<file path="config.mk">
export PLATFORM = sky130hd
export DESIGN_NAME = clk_div
export DESIGN_NICKNAME = d
export VERILOG_FILES = /design/src/rtl/clk_div_pkg.sv /design/src/rtl/clk_div_ch.sv /design/src/rtl/clk_div.sv
export SDC_FILE = /design/constraint.sdc
export NUM_CORES = 1
export LEC_CHECK = 0
export ABC_AREA = 0
export CAP_MARGIN = 25
export CELL_PAD_IN_SITES_DETAIL_PLACEMENT = 0
export CELL_PAD_IN_SITES_GLOBAL_PLACEMENT = 2
export CORE_MARGIN = 2
export CORE_UTILIZATION = 35
export DETAILED_ROUTE_END_ITERATION = 6
export DONT_BUFFER_PORTS = 1
export GPL_TIMING_DRIVEN = 0
export PLACE_DENSITY_LB_ADDON = 0.1
export RECOVER_POWER = 50
export SYNTH_ARGS = -nofsm -noshare
export SYNTH_HDL_FRONTEND = slang
export SYNTH_HIERARCHICAL = 1
export SYNTH_SLANG_ARGS = --single-unit
</file>
<file path="constraint.sdc">
create_clock -name clk_clk_div -period 7 [get_ports clk_clk_div]
set_input_delay 1.4 -clock clk_clk_div [delete_from_list [all_inputs] [get_ports clk_clk_div]]
set_output_delay 1.4 -clock clk_clk_div [all_outputs]
set_load 0.01 [all_outputs]
</file>
<file path="src/rtl/clk_div_pkg.sv">
// Shared constants and ratio helpers for the multi-channel clock divider.
package clk_div_pkg;

  localparam int          CNT_W_DEF = 8;
  localparam int unsigned DIV_MIN   = 2;

  // Ratios below DIV_MIN cannot form a high and a low phase, so they clamp.
  function automatic int unsigned eff_div(input int unsigned d);
    return (d < DIV_MIN) ? DIV_MIN : d;
  endfunction

  function automatic int unsigned hi_len(input int unsigned d);
    return (d + 1) >> 1;
  endfunction

endpackage

</file>
<file path="src/rtl/clk_div_ch.sv">
// One divider channel: period counter, latched ratio, and registered clock/strobe.
module clk_div_ch
  import clk_div_pkg::*;
#(
  parameter int CNT_W = CNT_W_DEF
) (
  input  logic             clk,
  input  logic             rst_n,
  input  logic             en,
  input  logic             sync,
  input  logic [CNT_W-1:0] div,
  output logic             dclk,
  output logic             stb
);

  logic [CNT_W-1:0] cnt, dact, cnt_nxt;
  logic             run, wrap;

  assign cnt_nxt = cnt + 1'b1;
  assign wrap    = (cnt == dact - 1'b1);

  // Ratio is only reloaded at a period boundary, so a mid-period change can
  // never shorten or stretch the period in flight.
  always_ff @(posedge clk or negedge rst_n) begin
    if (!rst_n) begin
      cnt  <= '0;
      dact <= '0;
      run  <= 1'b0;
      dclk <= 1'b0;
      stb  <= 1'b0;
    end else if (!en) begin
      cnt  <= '0;
      run  <= 1'b0;
      dclk <= 1'b0;
      stb  <= 1'b0;
    end else if (!run || sync || wrap) begin
      cnt  <= '0;
      dact <= CNT_W'(eff_div(32'(div)));
      run  <= 1'b1;
      dclk <= 1'b1;
      stb  <= 1'b1;
    end else begin
      cnt  <= cnt_nxt;
      dclk <= (32'(cnt_nxt) < hi_len(32'(dact)));
      stb  <= 1'b0;
    end
  end

endmodule

</file>
<file path="src/rtl/clk_div.sv">
// CH independent glitch-free clock dividers sharing one source clock and sync.
module clk_div
  import clk_div_pkg::*;
#(
  parameter int CH    = 4,
  parameter int CNT_W = CNT_W_DEF
) (
  input  logic                clk_clk_div,
  input  logic                rst_clk_div,
  input  logic [CH-1:0]       en_i,
  input  logic [CH*CNT_W-1:0] div_i,
  input  logic                sync_i,
  output logic [CH-1:0]       clk_o,
  output logic [CH-1:0]       stb_o
);

  for (genvar n = 0; n < CH; n++) begin : g_ch
    clk_div_ch #(.CNT_W(CNT_W)) u_ch (
      .clk   (clk_clk_div),
      .rst_n (rst_clk_div),
      .en    (en_i[n]),
      .sync  (sync_i),
      .div   (div_i[n*CNT_W +: CNT_W]),
      .dclk  (clk_o[n]),
      .stb   (stb_o[n])
    );
  end

endmodule

</file>
==> run summary, run 1 <==
Number of global-route vias before repair: 5527
DIE HEIGHT: 137 µm
Yosys reg bits: 76
GPL Wtd Cong: 0.818
Main synth FF type: dfrtp_1
Post-Layout Cell Count: 938
Pin count of the biggest net entering global routing: 77
Slew Viols, Final: 0
Leak Pwr: 2.91 nW
Core area: 17300 µm²
WP data arrival: 3070 ps
Status: completed
Fmax: 358 MHz
Syn nets: 776
Gr usage total: 18.9%
Layout cells sized above 1: 9.26%
Worst slew pin tran: 550 ps
Final Core Density: 39.4%
Synth cell types: 59
Die Footprint: 18800 µm²
Ports: 47
Post-CTS Setup Bufs: 0
Initial antenna violation count: 0
Worst EP required: 7280 ps
I/O Buffers: 0
Setup_tns: 0 ps
First-pass GRT wire length: 28.0 mm
Dpl cell area: 6480 µm²
Sequential share of the synthesized area: 30.7%
DRT Pass-1 Iters: 4
Per-cell routed wire length: 17.7 µm
Clk root buf: clkbuf_16
Maxcap violations: 0
RSZ-0062 raised after global routing: no
CP max stage delay: 530 ps
Clock Sinks: 76
Maximum VDD drop: 0.000127 V
Clk pin slew, worst setup/hold paths: 60 ps
Asr flop ratio synth: 100%
# resized after CTS: 0
Final nets: 787
Routed vias: 5274
Routed wire length: 16.6 mm
DP HPWL: 12.2 mm
CP max FO: 3
Post-DRT Antenna Nets: 0
# hold bufs at CTS: 0
Post-synthesis mux area share: 0.484%
Final period util: 39.9%
Combinational family with the most area after synthesis: simple AND/OR/NAND/NOR gates
Min-delay worst type: flop to flop
Power Dens Cells: 220 nW/µm²
Post-layout minimum cycle time: 2790 ps
Fill cells: 1792
Synth Area in Compound Gates: 17.7%
CTS tree: yes
Post-synthesis cell count: 697
Die Width: 137 µm
Clock Latency Late Sink: 340 ps
Via-to-Cell Ratio: 5.62
Post-Synth XOR/XNOR Area: 11.9%
Setup crit start kind: input pin
CTS Buf Count: 9
# H-tree levels: 3
Setup CP Type: input pin to flop
Pwr Total: 1.50 mW
Final setup viols: 0
Synthesized-area fraction occupied by adder cells: 8.07%
# diodes: 0
Synth Warn #: 6
Final Skew: 8.04 ps
Avg Synthesized Cell Area: 8.90 µm²
Worst slew margin: 63.0%
Starting Density: 35.9%
Final Hold Viols: 0
CTS Buffer Depth: 2
Layout overhead on the synthesized area: 9.80%
Critical-path cell list: or4_1, nor4_1, nor2_1, or4b_1, nand3_1
Final instance area: 6810 µm²
Initial DRC count: 251
Remaining DRCs: 0
Grt ovf: 0
# rows: 48
Slowest CP cell: or4b_1
Post-synth EDFFs: 0
Critical path buffers and inverters: 0
CP delay by family, top: simple AND/OR/NAND/NOR gates
Post-Synth Simple-Gate Area: 24.0%
Critical path capture point type: flop
Mapped Area: 6200 µm²
Inst Count DP: 922
-- path summary, 6_finish.rpt --
path | slack, ps | start | depth (start not counted) | to
setup / recovery | 4210 | div_i[21] | 5 | g_ch[2].u_ch/dact[1]$_DFFE_PN0P_
hold / removal | 550 | g_ch[2].u_ch/cnt[0]$_DFF_PN0_ | 1 | g_ch[2].u_ch/cnt[0]$_DFF_PN0_
setup reg to reg | 4370 | g_ch[3].u_ch/dact[0]$_DFFE_PN0P_ | 9 | g_ch[3].u_ch/dclk$_DFF_PN0_
hold reg to reg | 550 | g_ch[2].u_ch/cnt[0]$_DFF_PN0_ | 1 | g_ch[2].u_ch/cnt[0]$_DFF_PN0_
max in group asynchronous | 6100 | rst_clk_div | 0 | g_ch[0].u_ch/cnt[0]$_DFF_PN0_
min in group asynchronous | 750 | rst_clk_div | 0 | g_ch[1].u_ch/dact[1]$_DFFE_PN0P_
-- state kept, by name, summed over array words and instances (netlist names) --
register	count
g_ch.u_ch/cnt	32
g_ch.u_ch/dact	32
g_ch.u_ch/dclk	4
g_ch.u_ch/run	4
g_ch.u_ch/stb	4
-- metal layers --
metal / vias up / routed length (µm) / track usage [%]
li1: 2565 / - / -
met1: 2563 / 7990 / 25.7
met2: 121 / 7680 / 30.5
met3: 25 / 628 / 2.56
met4: 0 / 339 / 7.45
met5: - / 0 / 0
-- worst register-to-register path, delay by kind of cell, from the launching register on --
kind	cells	cell delay, ps
buffers and inverters	2	430
DFF	1	540
and+or+nand+nor	2	510
adders and majority gates	1	350
AOI/OAI and AO/OA	3	550
xor gates and xnor gates	1	180
-- cells in the final DEF, fill, tap and decap left out, types with 5 or more instances in the layout --
master,n
buf_2,13
nor2_1,35
clkbuf_1,25
o221ai_1,18
xor2_1,27
nand4_1,9
dfrtp_1,76
nor4_2,6
and4_1,5
and3_1,12
a311o_1,18
nand3_1,52
ha_1,40
nor3_1,31
and2_1,9
buf_6,10
nand2b_1,12
clkbuf_16,9
a21oi_1,19
nor4_1,10
o21a_1,7
inv_1,36
o21ai_0,8
nor2b_1,21
a211oi_1,8
xnor2_1,57
o2111ai_1,7
nand2_1,41
-- cells by family after synthesis --
logic type,count (synthesis)
AOI/OAI and AO/OA,135
xor gates and xnor gates,84
adders and majority gates,40
buffers and inverters,91
DFF,76
muxes,3
and+or+nand+nor,268
-- metrics by stage --
step           hold slack, ps  setup WS [ps]
2_1_floorplan             495           4080
5_1_grt                   600           4030
3_5_place_dp              547           3880
6_report                  549           4210
4_1_cts                   554           4250
3_3_place_gp              553           3840
-- layout make-up --
type / instances / area, µm² / area share, %
multi-input combinational: 530 / 3850 / 56.6
sequential: 76 / 1900 / 27.9
buffer: 52 / 302 / 4.43
tap: 225 / 282 / 4.13
clock buffer: 10 / 239 / 3.51
inverter: 39 / 146 / 2.15
clock inverter: 6 / 87.6 / 1.29
-- report_power, final --
group          leakage, nW  internal [mW]  switching (mW)
combinational         1.79          0.195           0.257
sequential           0.955          0.476          0.0453
clock                0.162          0.322           0.203
total                 2.91          0.993           0.505
-- synthesized netlist by cell type, drive strengths merged (4+ instances only) --
cell      n  share of area, %
a21o      4              0.48
xor2     27               3.8
nand2b   12               1.2
nand4     9              0.91
and2      9              0.91
o211a     4              0.65
inv      39               2.4
and4      5              0.71
and3     12               1.2
o221ai   18               2.5
o32ai     4              0.56
a311o    18               2.9
a211oi    8              0.97
o2111ai   7              0.99
xnor2    57               8.0
a21boi    4              0.48
nand2    41               2.5
o31ai     4              0.48
o21a      7              0.85
o21ai    11              0.89
nor2b    21               2.1
clkbuf   25               1.5
nor3     34               3.0
nor2     35               2.1
a21oi    19               1.5
or4       4              0.48
ha       40               8.1
nand3    55               4.7
nor4     16               2.2
o211ai    4              0.73
dfrtp    76                31
buf      27               3.3
o22ai     4              0.40
No activity file was read; power rests on OpenSTA's default activity.
==> inputs of run 2 (changes only) <==
==> constraint.sdc (replaced) <==
create_clock -name clk_clk_div -period 2.33 [get_ports clk_clk_div]
set_input_delay 0.466 -clock clk_clk_div [delete_from_list [all_inputs] [get_ports clk_clk_div]]
set_output_delay 0.466 -clock clk_clk_div [all_outputs]
set_load 0.01 [all_outputs]
==> run summary, run 2 (synthesis results as in run 1) <==
# H-tree levels: 3
Worst EP required: 2540 ps
CP Capture Point: g_ch[0].u_ch/dact[5]$_DFFE_PN0P_
Setup_tns: 0 ps
Layout cells sized above 1: 21.0%
CTS Buf Count: 9
Number of global-route vias before repair: 5353
# diodes: 0
Largest registers: g_ch.u_ch/cnt (32), g_ch.u_ch/dact (32)
Pin count of the biggest net entering global routing: 77
Final nets: 829
Layout overhead on the synthesized area: 21.4%
Final Skew: 10.5 ps
Status: finished, violations left
Critical path capture point type: flop
Final instance area: 7530 µm²
Commonest non-fill, non-tap cell in the layout: dfrtp_1
Power Dens Cells: 649 nW/µm²
Setup CP Type: flop to flop
Clock Sinks: 76
Core area: 17300 µm²
Fin worst setup slack: 23.7 ps
Routed vias: 5424
Gr usage total: 18.7%
Fmax: 434 MHz
First-pass GRT wire length: 27.3 mm
Post-DRT Antenna Nets: 0
Violated checks: capacitance limit, slew limit
GPL Wtd Cong: 0.834
Starting Density: 35.9%
Final Hold Viols: 0
Final setup viols: 0
WP data arrival: 2520 ps
Maximum VDD drop: 0.000363 V
Worst slew margin: -21.2%
DRT Pass-1 Iters: 4
Dpl cell area: 6490 µm²
Commonest non-fill, non-tap cells in the layout: dfrtp_1, xnor2_1, nand3_1
Maxcap violations: 1
Critical-path cell list: inv_2, ha_4, or3b_4, or4_4, o211a_4, a41oi_4, buf_6, o32ai_1
RSZ-0062 raised after global routing: yes
Die Width: 137 µm
Setup WS pre-CTS: -313 ps
CP max FO: 5
FF-to-FF Start: g_ch[0].u_ch/dact[0]$_DFFE_PN0P_
Routed wire length: 17.3 mm
Final Core Density: 43.5%
Worst-case hold slack: 215 ps
R2R Setup Slk: 20 ps
Post-layout minimum cycle time: 2310 ps
Slew Viols, Final: 77
DIE HEIGHT: 137 µm
R2R Path End: g_ch[0].u_ch/dact[5]$_DFFE_PN0P_
Setup crit start kind: flop
Clk pin slew, worst setup/hold paths: 70 ps
Via-to-Cell Ratio: 5.54
R2r worst-path depth: 8
Per-cell routed wire length: 17.7 µm
Clock Latency Late Sink: 340 ps
Die Footprint: 18800 µm²
Leak Pwr: 3.21 nW
CP max stage delay: 420 ps
Slowest CP cell: or4_4
Remaining DRCs: 0
Grt ovf: 0
# rows: 48
CTS Buffer Depth: 2
I/O Buffers: 0
Initial antenna violation count: 0
Hold Path Stages: 1
Initial DRC count: 294
Crit path from: g_ch[0].u_ch/dact[0]$_DFFE_PN0P_
Ports: 47
Clk root buf: clkbuf_16
Worst slew pin tran: 1820 ps
Min-delay worst type: input pin to flop
CTS tree: yes
DP HPWL: 12.1 mm
Final period util: 99.0%
run 2: area by class of cell:
cell class              instances  area [µm²]
plain buffers                  52         335
flip-flops and latches         76        1910
clock buffers                  11         253
multi-input cells             530        4180
repair buffers                 42         335
fillers                      1751        9770
inverters                      39         159
clock inverters                 4        72.6
well taps                     225         282
run 2: routing by layer:
metal	track usage [%]	part of all wire, %	vias up
met5	0	0	-
met4	5.10	1.3	0
met3	3.96	4.2	18
met2	31.7	48	109
met1	24.1	46	2645
li1	-	-	2652
run 2: repair_timing:
item	in CTS	in global routing
resized for setup	21	63
hold buffers	1	0
buffers inserted	17	23
endpoints found under the setup margin	71	72
cloned	1	0
endpoints found under the hold margin	76	0
pin swaps	5	26
run 2: stage by stage:
step           power [mW]  cells
2_1_floorplan        2.64    697
3_3_place_gp         2.94    922
3_5_place_dp         2.95    922
4_1_cts              4.70    956
5_1_grt              5.19    979
6_report             4.88    979
run 2: critical path: cells and delay by family (launching register included):
family          cells  cell delay [ps]
compound gates      3              580
fa+ha+maj           1              140
flops               1              380
simple gates        2              810
buf+inv             2              260
run 2: report_power, final:
group	switching [mW]	internal [mW]	total, mW
Combinational	0.988	0.799	1.79
Clock	0.572	0.989	1.56
Sequential	0.101	1.43	1.53
run 2: worst min path at each step:
stage                 from  slack (ps)                          endpoint
2_1_floorplan  rst_clk_div         170     g_ch[0].u_ch/cnt[0]$_DFF_PN0_
3_3_place_gp   rst_clk_div         170  g_ch[1].u_ch/dact[6]$_DFFE_PN0P_
3_5_place_dp   rst_clk_div         170  g_ch[1].u_ch/dact[7]$_DFFE_PN0P_
4_1_cts        rst_clk_div          40  g_ch[0].u_ch/dact[7]$_DFFE_PN0P_
5_1_grt            en_i[0]         200      g_ch[0].u_ch/run$_DFFE_PN0P_
6_report           en_i[2]         210      g_ch[2].u_ch/run$_DFFE_PN0P_
